===== config.mk =====
export PLATFORM = sky130hd
export DESIGN_NAME = fp_div_iter
export DESIGN_NICKNAME = d
export VERILOG_FILES = /design/src/rtl/fp_pkg.sv /design/src/rtl/fp_classify.sv /design/src/rtl/fp_div_iter.sv
export SDC_FILE = /design/constraint.sdc
export NUM_CORES = 1
export LEC_CHECK = 0
export ABC_AREA = 1
export CORE_MARGIN = 2
export CORE_UTILIZATION = 55
export CTS_BUF_LIST = sky130_fd_sc_hd__clkbuf_16
export CTS_CLUSTER_DIAMETER = 30
export DETAILED_ROUTE_END_ITERATION = 10
export GPL_TIMING_DRIVEN = 1
export PLACE_DENSITY = 0.74
export SLEW_MARGIN = 20
export SYNTH_ARGS = -nofsm -noshare
export SYNTH_HDL_FRONTEND = slang
export SYNTH_SLANG_ARGS = --single-unit

===== constraint.sdc =====
create_clock -name clk -period 5.02 [get_ports clk]
set_clock_uncertainty 0.2 [all_clocks]
set_input_delay 0.502 -clock clk [delete_from_list [all_inputs] [get_ports clk]]
set_output_delay 0.502 -clock clk [all_outputs]
set_load 0.01 [all_outputs]

===== src/rtl/fp_pkg.sv =====
// Shared constants, types and helpers for the iterative FP divider.
package fp_pkg;

   localparam logic [2:0] FUNC_DIV = 3'b011;
   localparam logic [2:0] FUNC_INV = 3'b101;

   typedef enum logic [1:0] {
      ST_IDLE,
      ST_CALC,
      ST_NORM,
      ST_DONE
   } state_e;

   typedef enum logic [2:0] {
      CLS_ZERO,
      CLS_NORM,
      CLS_INF,
      CLS_QNAN,
      CLS_SNAN
   } class_e;

   typedef struct packed {
      logic overflow;
      logic underflow;
      logic inexact;
      logic div_by_zero;
      logic qnan;
      logic snan;
   } flags_t;

   // Exponent bias for a given exponent width.
   function automatic int unsigned fp_bias(input int unsigned exp_w);
      return (32'd1 << (exp_w - 1)) - 32'd1;
   endfunction

   // Canonical quiet NaN {0, all-ones exponent, 1, 0...} right-aligned in 128 bits.
   function automatic logic [127:0] fp_qnan(input int unsigned exp_w, input int unsigned man_w);
      logic [127:0] r;
      r = '0;
      r[man_w-1] = 1'b1;
      for (int unsigned i = 0; i < exp_w; i++) begin
         r[man_w+i] = 1'b1;
      end
      return r;
   endfunction

endpackage


===== src/rtl/fp_classify.sv =====
// Combinational decode of one IEEE-754 operand; subnormals flush to signed zero.
module fp_classify
   import fp_pkg::*;
#(
   parameter int unsigned EXP_W = 8,
   parameter int unsigned MAN_W = 23
) (
   input  logic [EXP_W+MAN_W:0] num,
   output class_e               cls,
   output logic                 sign,
   output logic [EXP_W-1:0]     exp,
   output logic [MAN_W-1:0]     frac
);

   // Split fields and classify; zero exponent means zero or flushed subnormal.
   always_comb begin
      sign = num[EXP_W+MAN_W];
      exp  = num[EXP_W+MAN_W-1:MAN_W];
      frac = num[MAN_W-1:0];
      cls  = CLS_NORM;
      if (exp == '1) begin
         if (frac == '0)          cls = CLS_INF;
         else if (frac[MAN_W-1])  cls = CLS_QNAN;
         else                     cls = CLS_SNAN;
      end else if (exp == '0) begin
         cls  = CLS_ZERO;
         frac = '0;
      end
   end

endmodule


===== src/rtl/fp_div_iter.sv =====
// Multi-cycle IEEE-754 divider / reciprocal: radix-2 restoring mantissa division,
// round-to-nearest-even, valid/ready handshake on input and output.
module fp_div_iter
   import fp_pkg::*;
#(
   parameter int unsigned EXP_W = 8,
   parameter int unsigned MAN_W = 23
) (
   input  logic                 clk,
   input  logic                 rst,
   input  logic                 in_valid,
   output logic                 in_ready,
   input  logic [2:0]           func,
   input  logic [EXP_W+MAN_W:0] num1,
   input  logic [EXP_W+MAN_W:0] num2,
   output logic                 out_valid,
   input  logic                 out_ready,
   output logic [EXP_W+MAN_W:0] result,
   output logic                 overflow,
   output logic                 underflow,
   output logic                 inexact,
   output logic                 div_by_zero,
   output logic                 QNaN,
   output logic                 SNaN
);

   localparam int unsigned W     = 1 + EXP_W + MAN_W;
   localparam int unsigned QW    = MAN_W + 3;
   localparam int unsigned CNT_W = $clog2(QW);

   localparam logic [CNT_W-1:0]       CNT_LAST = CNT_W'(QW - 1);
   localparam logic signed [EXP_W+1:0] BIAS_S  = (EXP_W+2)'(fp_bias(EXP_W));
   localparam logic signed [EXP_W+1:0] EXP_MAX = (EXP_W+2)'((1 << EXP_W) - 1);
   localparam logic signed [EXP_W+1:0] ONE_S   = (EXP_W+2)'(1);
   localparam logic signed [EXP_W+1:0] ZERO_S  = '0;
   localparam logic [W-1:0]           QNAN_C   = W'(fp_qnan(EXP_W, MAN_W));
   localparam logic [W-1:0]           ONE_C    = {1'b0, BIAS_S[EXP_W-1:0], {MAN_W{1'b0}}};

   // Operand selection: INV computes +1.0 / num1
   logic           inv_op;
   logic [W-1:0]   op_a, op_b;
   class_e         cls_a, cls_b;
   logic           sgn_a, sgn_b;
   logic [EXP_W-1:0] exp_a, exp_b;
   logic [MAN_W-1:0] frc_a, frc_b;

   assign inv_op = (func == FUNC_INV);
   assign op_a   = inv_op ? ONE_C : num1;
   assign op_b   = inv_op ? num1  : num2;

   fp_classify #(.EXP_W(EXP_W), .MAN_W(MAN_W)) u_cls_a (
      .num (op_a), .cls (cls_a), .sign (sgn_a), .exp (exp_a), .frac (frc_a)
   );

   fp_classify #(.EXP_W(EXP_W), .MAN_W(MAN_W)) u_cls_b (
      .num (op_b), .cls (cls_b), .sign (sgn_b), .exp (exp_b), .frac (frc_b)
   );

   state_e                  state_q, state_d;
   logic [CNT_W-1:0]        cnt_q, cnt_d;
   logic signed [EXP_W+1:0] exp_q, exp_d;
   logic [QW-1:0]           quo_q, quo_d;
   logic [MAN_W+1:0]        rem_q, rem_d;
   logic [MAN_W:0]          div_q, div_d;
   logic                    sign_q, sign_d;
   logic                    spec_q, spec_d;
   logic [W-1:0]            spec_res_q, spec_res_d;
   flags_t                  spec_flg_q, spec_flg_d;
   logic [W-1:0]            result_q, result_d;
   flags_t                  flags_q, flags_d;
   logic                    in_ready_q, in_ready_d;
   logic                    out_valid_q, out_valid_d;

   // Normalise, round (RNE) and range-check the finished quotient
   logic [W-1:0]            norm_res;
   flags_t                  norm_flg;
   logic [MAN_W:0]          mant;
   logic [MAN_W+1:0]        mant_sum;
   logic                    guard, rnd, sticky, round_up;
   logic signed [EXP_W+1:0] exp_n, exp_r;

   always_comb begin
      if (quo_q[QW-1]) begin
         mant  = quo_q[QW-1:2];
         guard = quo_q[1];
         rnd   = quo_q[0];
         exp_n = exp_q;
      end else begin
         // Shifting left leaves a zero round bit; the remainder still carries sticky
         mant  = quo_q[QW-2:1];
         guard = quo_q[0];
         rnd   = 1'b0;
         exp_n = exp_q - ONE_S;
      end
      sticky   = (rem_q != '0);
      round_up = guard & (rnd | sticky | mant[0]);
      mant_sum = {1'b0, mant} + {{(MAN_W+1){1'b0}}, round_up};
      // Carry-out leaves fraction bits all zero, so only the exponent moves
      exp_r    = exp_n + $signed({{(EXP_W+1){1'b0}}, mant_sum[MAN_W+1]});
      norm_flg = '0;
      norm_flg.inexact = guard | rnd | sticky;
      if (exp_r >= EXP_MAX) begin
         norm_res = {sign_q, {EXP_W{1'b1}}, {MAN_W{1'b0}}};
         norm_flg.overflow = 1'b1;
         norm_flg.inexact  = 1'b1;
      end else if (exp_r <= ZERO_S) begin
         norm_res = {sign_q, {(W-1){1'b0}}};
         norm_flg.underflow = 1'b1;
         norm_flg.inexact   = 1'b1;
      end else begin
         norm_res = {sign_q, exp_r[EXP_W-1:0], mant_sum[MAN_W-1:0]};
      end
   end

   // Control FSM, special-case decode and one restoring-division step per CALC cycle
   logic             sgn_ab;
   logic             special;
   logic             rem_ge;
   logic [MAN_W+1:0] rem_n;

   always_comb begin
      state_d    = state_q;
      cnt_d      = cnt_q;
      exp_d      = exp_q;
      quo_d      = quo_q;
      rem_d      = rem_q;
      div_d      = div_q;
      sign_d     = sign_q;
      spec_d     = spec_q;
      spec_res_d = spec_res_q;
      spec_flg_d = spec_flg_q;
      result_d   = result_q;
      flags_d    = flags_q;
      sgn_ab     = sgn_a ^ sgn_b;
      special    = 1'b1;
      rem_ge     = (rem_q >= {1'b0, div_q});
      rem_n      = rem_ge ? (rem_q - {1'b0, div_q}) : rem_q;

      case (state_q)
         ST_IDLE: begin
            if (in_valid) begin
               sign_d     = sgn_ab;
               exp_d      = $signed({2'b00, exp_a}) - $signed({2'b00, exp_b}) + BIAS_S;
               rem_d      = {1'b0, 1'b1, frc_a};
               div_d      = {1'b1, frc_b};
               quo_d      = '0;
               cnt_d      = '0;
               spec_res_d = '0;
               spec_flg_d = '0;
               if (func != FUNC_DIV && func != FUNC_INV) begin
                  spec_res_d      = QNAN_C;
                  spec_flg_d.qnan = 1'b1;
               end else if (cls_a == CLS_SNAN || cls_b == CLS_SNAN) begin
                  spec_res_d      = QNAN_C;
                  spec_flg_d.snan = 1'b1;
               end else if (cls_a == CLS_QNAN || cls_b == CLS_QNAN) begin
                  spec_res_d      = QNAN_C;
                  spec_flg_d.qnan = 1'b1;
               end else if ((cls_a == CLS_INF && cls_b == CLS_INF) ||
                            (cls_a == CLS_ZERO && cls_b == CLS_ZERO)) begin
                  spec_res_d      = QNAN_C;
                  spec_flg_d.qnan = 1'b1;
               end else if (cls_b == CLS_ZERO) begin
                  spec_res_d             = {sgn_ab, {EXP_W{1'b1}}, {MAN_W{1'b0}}};
                  spec_flg_d.div_by_zero = 1'b1;
               end else if (cls_a == CLS_INF) begin
                  spec_res_d = {sgn_ab, {EXP_W{1'b1}}, {MAN_W{1'b0}}};
               end else if (cls_b == CLS_INF || cls_a == CLS_ZERO) begin
                  spec_res_d = {sgn_ab, {(W-1){1'b0}}};
               end else begin
                  special = 1'b0;
               end
               spec_d  = special;
               state_d = special ? ST_NORM : ST_CALC;
            end
         end
         ST_CALC: begin
            quo_d = {quo_q[QW-2:0], rem_ge};
            rem_d = {rem_n[MAN_W:0], 1'b0};
            if (cnt_q == CNT_LAST) state_d = ST_NORM;
            else                   cnt_d   = cnt_q + 1'b1;
         end
         ST_NORM: begin
            result_d = spec_q ? spec_res_q : norm_res;
            flags_d  = spec_q ? spec_flg_q : norm_flg;
            state_d  = ST_DONE;
         end
         ST_DONE: begin
            if (out_ready) state_d = ST_IDLE;
         end
         default: state_d = ST_IDLE;
      endcase

      in_ready_d  = (state_d == ST_IDLE);
      out_valid_d = (state_d == ST_DONE);
   end

   // State and registered outputs
   always_ff @(posedge clk) begin
      if (rst) begin
         state_q     <= ST_IDLE;
         cnt_q       <= '0;
         exp_q       <= '0;
         quo_q       <= '0;
         rem_q       <= '0;
         div_q       <= '0;
         sign_q      <= 1'b0;
         spec_q      <= 1'b0;
         spec_res_q  <= '0;
         spec_flg_q  <= '0;
         result_q    <= '0;
         flags_q     <= '0;
         in_ready_q  <= 1'b1;
         out_valid_q <= 1'b0;
      end else begin
         state_q     <= state_d;
         cnt_q       <= cnt_d;
         exp_q       <= exp_d;
         quo_q       <= quo_d;
         rem_q       <= rem_d;
         div_q       <= div_d;
         sign_q      <= sign_d;
         spec_q      <= spec_d;
         spec_res_q  <= spec_res_d;
         spec_flg_q  <= spec_flg_d;
         result_q    <= result_d;
         flags_q     <= flags_d;
         in_ready_q  <= in_ready_d;
         out_valid_q <= out_valid_d;
      end
   end

   assign in_ready    = in_ready_q;
   assign out_valid   = out_valid_q;
   assign result      = result_q;
   assign overflow    = flags_q.overflow;
   assign underflow   = flags_q.underflow;
   assign inexact     = flags_q.inexact;
   assign div_by_zero = flags_q.div_by_zero;
   assign QNaN        = flags_q.qnan;
   assign SNaN        = flags_q.snan;

endmodule


==> impl_metrics.env <==
export IMPL_clock_path_buffers=2
export IMPL_synth_top_area_share_pct=28.1
export IMPL_seq_power_share_pct=28.4
export IMPL_insertion_delay_ns=0.42
export IMPL_ys_seq_elements=140
export IMPL_place_congestion=0.924
export IMPL_final_max_slew_viol_count=0
export IMPL_dp_hpwl_um=21600
export IMPL_synth_cell_types=55
export IMPL_netlist_area_um2=9990
export IMPL_synthMuxAreaShare_pct=0.100
export IMPL_grt_max_degree=86
export IMPL_rows=49
export IMPL_crit_type="flip-flop to flip-flop"
export IMPL_final_net_count=1719
export IMPL_clock_sinks=140
export IMPL_area_delta_synth_final_pct=17.8
export IMPL_start_util_pct=55.8
export IMPL_setup_viol=0
export IMPL_worstMarginPinSlew_ns=1.09
export IMPL_yosys_top_cells_count="nand2_1 (360), inv_1 (166), nor2_1 (147)"
export IMPL_cts_tree="yes"
export IMPL_synth_nets=1644
export IMPL_grt_pass1_wl_um=46700
export IMPL_fmax_mhz=220
export IMPL_yosysSeqAreaShare_pct=28.1
export IMPL_n_antenna_cell=0
export IMPL_r2r_cells=26
export IMPL_dieArea_um2=19300
export IMPL_wl_per_cell_um=15.5
export IMPL_report_final_hold_viol_count=0
export IMPL_p_leak_uw=0.00496
export IMPL_required_ns=5.16
export IMPL_async_flop_share_pct=0
export IMPL_pre_cts_ws_ns=0.258
export IMPL_worstHoldPathType="flip-flop to flip-flop"
export IMPL_post_route_period_util_pct=90.7
export IMPL_antenna_left=0
export IMPL_powerDensity_nw_per_um2=384
export IMPL_p_clk_share_pct=30.2
export IMPL_die_y_um=139
export IMPL_ys_warn_count=0
export IMPL_syn_inst=1532
export IMPL_yosysMostFrequentCell="nand2_1"
export IMPL_grt_pass1_vias=9440
export IMPL_fin_area_um2=11800
export IMPL_synth_edf_count=0
export IMPL_synth_xor_area_share_pct=4.13
export IMPL_drc=0
export IMPL_track_usage_pct=29.2
export IMPL_num_vias=10300
export IMPL_fin_tns_setup_ns=0
export IMPL_endpoint="result[1]$_SDFFE_PP0N_"
export IMPL_syn_area_per_cell_um2=6.52
export IMPL_synth_area_leaders="dfxtp_1 (28%), nand2_1 (14%), a21oi_1 (7.0%)"
export IMPL_cts_htree_levels=4
export IMPL_place_area_um2=11100
export IMPL_synth_fa_ha_area_share_pct=5.29
export IMPL_synth_compound_area_share_pct=18.8
export IMPL_switching_share_pct=39.5
export IMPL_r2r_slack_ns=0.46
export IMPL_combPwrFrac_pct=41.4
export IMPL_crit_path_start_kind="flip-flop"
export IMPL_antenna_found_initial=0
export IMPL_crit_start="quo_q[1]$_SDFFE_PP0P_"
export IMPL_io_buffers=110
export IMPL_clkTransAtPathRegs_ns=0.06
export IMPL_avgViaCountPerCell=5.57
export IMPL_synth_simple_area_share_pct=33.3
export IMPL_chipWidth_um=139
export IMPL_yosys_area_top_type="dfxtp_1"
export IMPL_hold_ws_ns=0.263
export IMPL_endpoint_kind="flip-flop"
export IMPL_maxCapViolCount=0
export IMPL_r2r_start="quo_q[1]$_SDFFE_PP0P_"
export IMPL_wirelength_um=28600
export IMPL_first_pass_iters=6
export IMPL_p_switching_uw=1780
export IMPL_vdd_drop_max_uv=254
export IMPL_slew_headroom_pct=27.3
export IMPL_drive_gt1_share_pct=7.78
export IMPL_power_internal_uw=2730
export IMPL_reg2reg_to="result[1]$_SDFFE_PP0N_"
export IMPL_drt_initial_drc_count=688
export IMPL_cts_hold_buf=0
export IMPL_core_um2=17900
export IMPL_clock_root_buffer="clkbuf_16"
export IMPL_arrival_ns=4.70
export IMPL_critPathMaxFanout=22
export IMPL_finalCriticalPeriod_ns=4.56
export IMPL_final_util_pct=65.7
export IMPL_synthFlopType="dfxtp_1"
export IMPL_synth_top_family_by_area="simple AND/OR/NAND/NOR gates"
export IMPL_post_cts_repair_setup_buffers=0
export IMPL_status="completed"
export IMPL_cts_buffers=17
export IMPL_ios=111
export IMPL_grt_overflow=0
export IMPL_timing_final_ws_setup_ns=0.465
## placed cells by master, fill, tap and decap left out, types with 7 or more instances in the layout
cell	Yosys	layout
nand2_1	360	360
inv_1	166	168
nor2_1	147	145
a21oi_1	140	140
dfxtp_1	140	139
clkdlybuf4s50_1	0	109
o21ai_0	96	96
nand3_1	87	87
ha_1	39	39
nand4_1	35	35
xor2_1	25	25
xnor2_1	19	19
nand3_2	18	18
nor3_1	18	18
a22oi_1	17	17
clkbuf_16	0	17
o22ai_1	15	15
nor2_2	11	12
or2_2	11	11
nor4_1	12	11
buf_4	3	11
o21ai_1	10	10
a21oi_2	10	10
nand2_2	9	9
o211ai_1	9	9
a21o_1	8	8
a31oi_1	8	8
nor2_4	6	7
## critical path: stages (launching register included)
cell and delay (ns):
dfxtp_1 0.34, inv_1 0.07, o21ai_0 0.27, nand2_2 0.14, inv_1 0.09, ha_1 0.16
inv_1 0.08, nor2_4 0.15, nand3_2 0.15, nor2_4 0.14, nand4_1 0.15, nor4_2 0.20
nand4_1 0.12, nor3b_1 0.26, ha_1 0.25, ha_1 0.19, inv_1 0.06, a21oi_1 0.15
nand3_1 0.13, nor2_2 0.14, nand4_1 0.14, nand3_2 0.13, nor2_2 0.06, nor2_4 0.21
buf_8 0.23, nand4_1 0.10, a21oi_1 0.15
## layout make-up
type	count	area [µm²]
Inverter	173	654
Sequential cell	140	2800
Fill cell	1700	6140
Clock buffer	17	425
Tap cell	229	287
Multi-Input combinational cell	1152	6170
Timing Repair Buffer	123	1220
Clock inverter	14	203
## how the worst min path moves through the flow
stage	from	end	cells after the start
after CTS	result[9]$_SDFFE_PP0N_	result[9]$_SDFFE_PP0N_	2
after detailed placement	result[9]$_SDFFE_PP0N_	result[9]$_SDFFE_PP0N_	2
after floorplan	div_q[23]$_SDFFE_PP0P_	div_q[23]$_SDFFE_PP0P_	2
after global routing	result[9]$_SDFFE_PP0N_	result[9]$_SDFFE_PP0N_	2
final	underflow$_SDFFE_PP0N_	underflow$_SDFFE_PP0N_	2
after global placement	result[9]$_SDFFE_PP0N_	result[9]$_SDFFE_PP0N_	2
## registers in the layout, summed over array words and instances (netlist names)
| signal | cells |
|---|---|
| sign_q | 1 |
| quo_q | 26 |
| spec_res_q | 3 |
| in_ready | 1 |
| QNaN | 1 |
| rem_q | 25 |
| SNaN | 1 |
| exp_q | 10 |
| out_valid | 1 |
| div_q | 24 |
| underflow | 1 |
| spec_flg_q | 3 |
| state_q | 2 |
| overflow | 1 |
| cnt_q | 5 |
| div_by_zero | 1 |
| spec_q | 1 |
| inexact | 1 |
| result | 32 |
## what timing repair did
action / 4_1_cts / 5_1_grt
endpoints found under the setup margin: 0 / 31
hold endpoints to repair: 0 / 0
resized for setup: 0 / 4
## layer usage
layer  share of wire, %  GRT usage, %  up-vias
li1                   -             -     5224
met1                 45          38.0     4642
met2                 47          49.4      367
met3                5.5          4.42       57
met4                2.8          10.2        0
met5                  0             0        -
## through the flow
stage / instances / power, µW
floorplan: 1532 / 2710
detailed placement: 1816 / 3120
global placement: 1816 / 3100
global route: 1848 / 4800
finish: 1848 / 4520
CTS: 1847 / 4480
## kinds of logic after synthesis
family | Yosys count
compound gates | 332
xor+xnor | 45
fa+ha+maj | 41
buf+inv | 240
flops | 140
mux | 1
simple gates | 733
## power groups by stage
stage          Combinational [µW]  Sequential, µW  Clock, µW
3_3_place_gp                 1800            1300          0
3_5_place_dp                 1810            1310          0
6_report                     1870            1290       1360
5_1_grt                      2080            1300       1430
4_1_cts                      1820            1280       1370
2_1_floorplan                1420            1290          0
(Power assumes the default switching activity.)
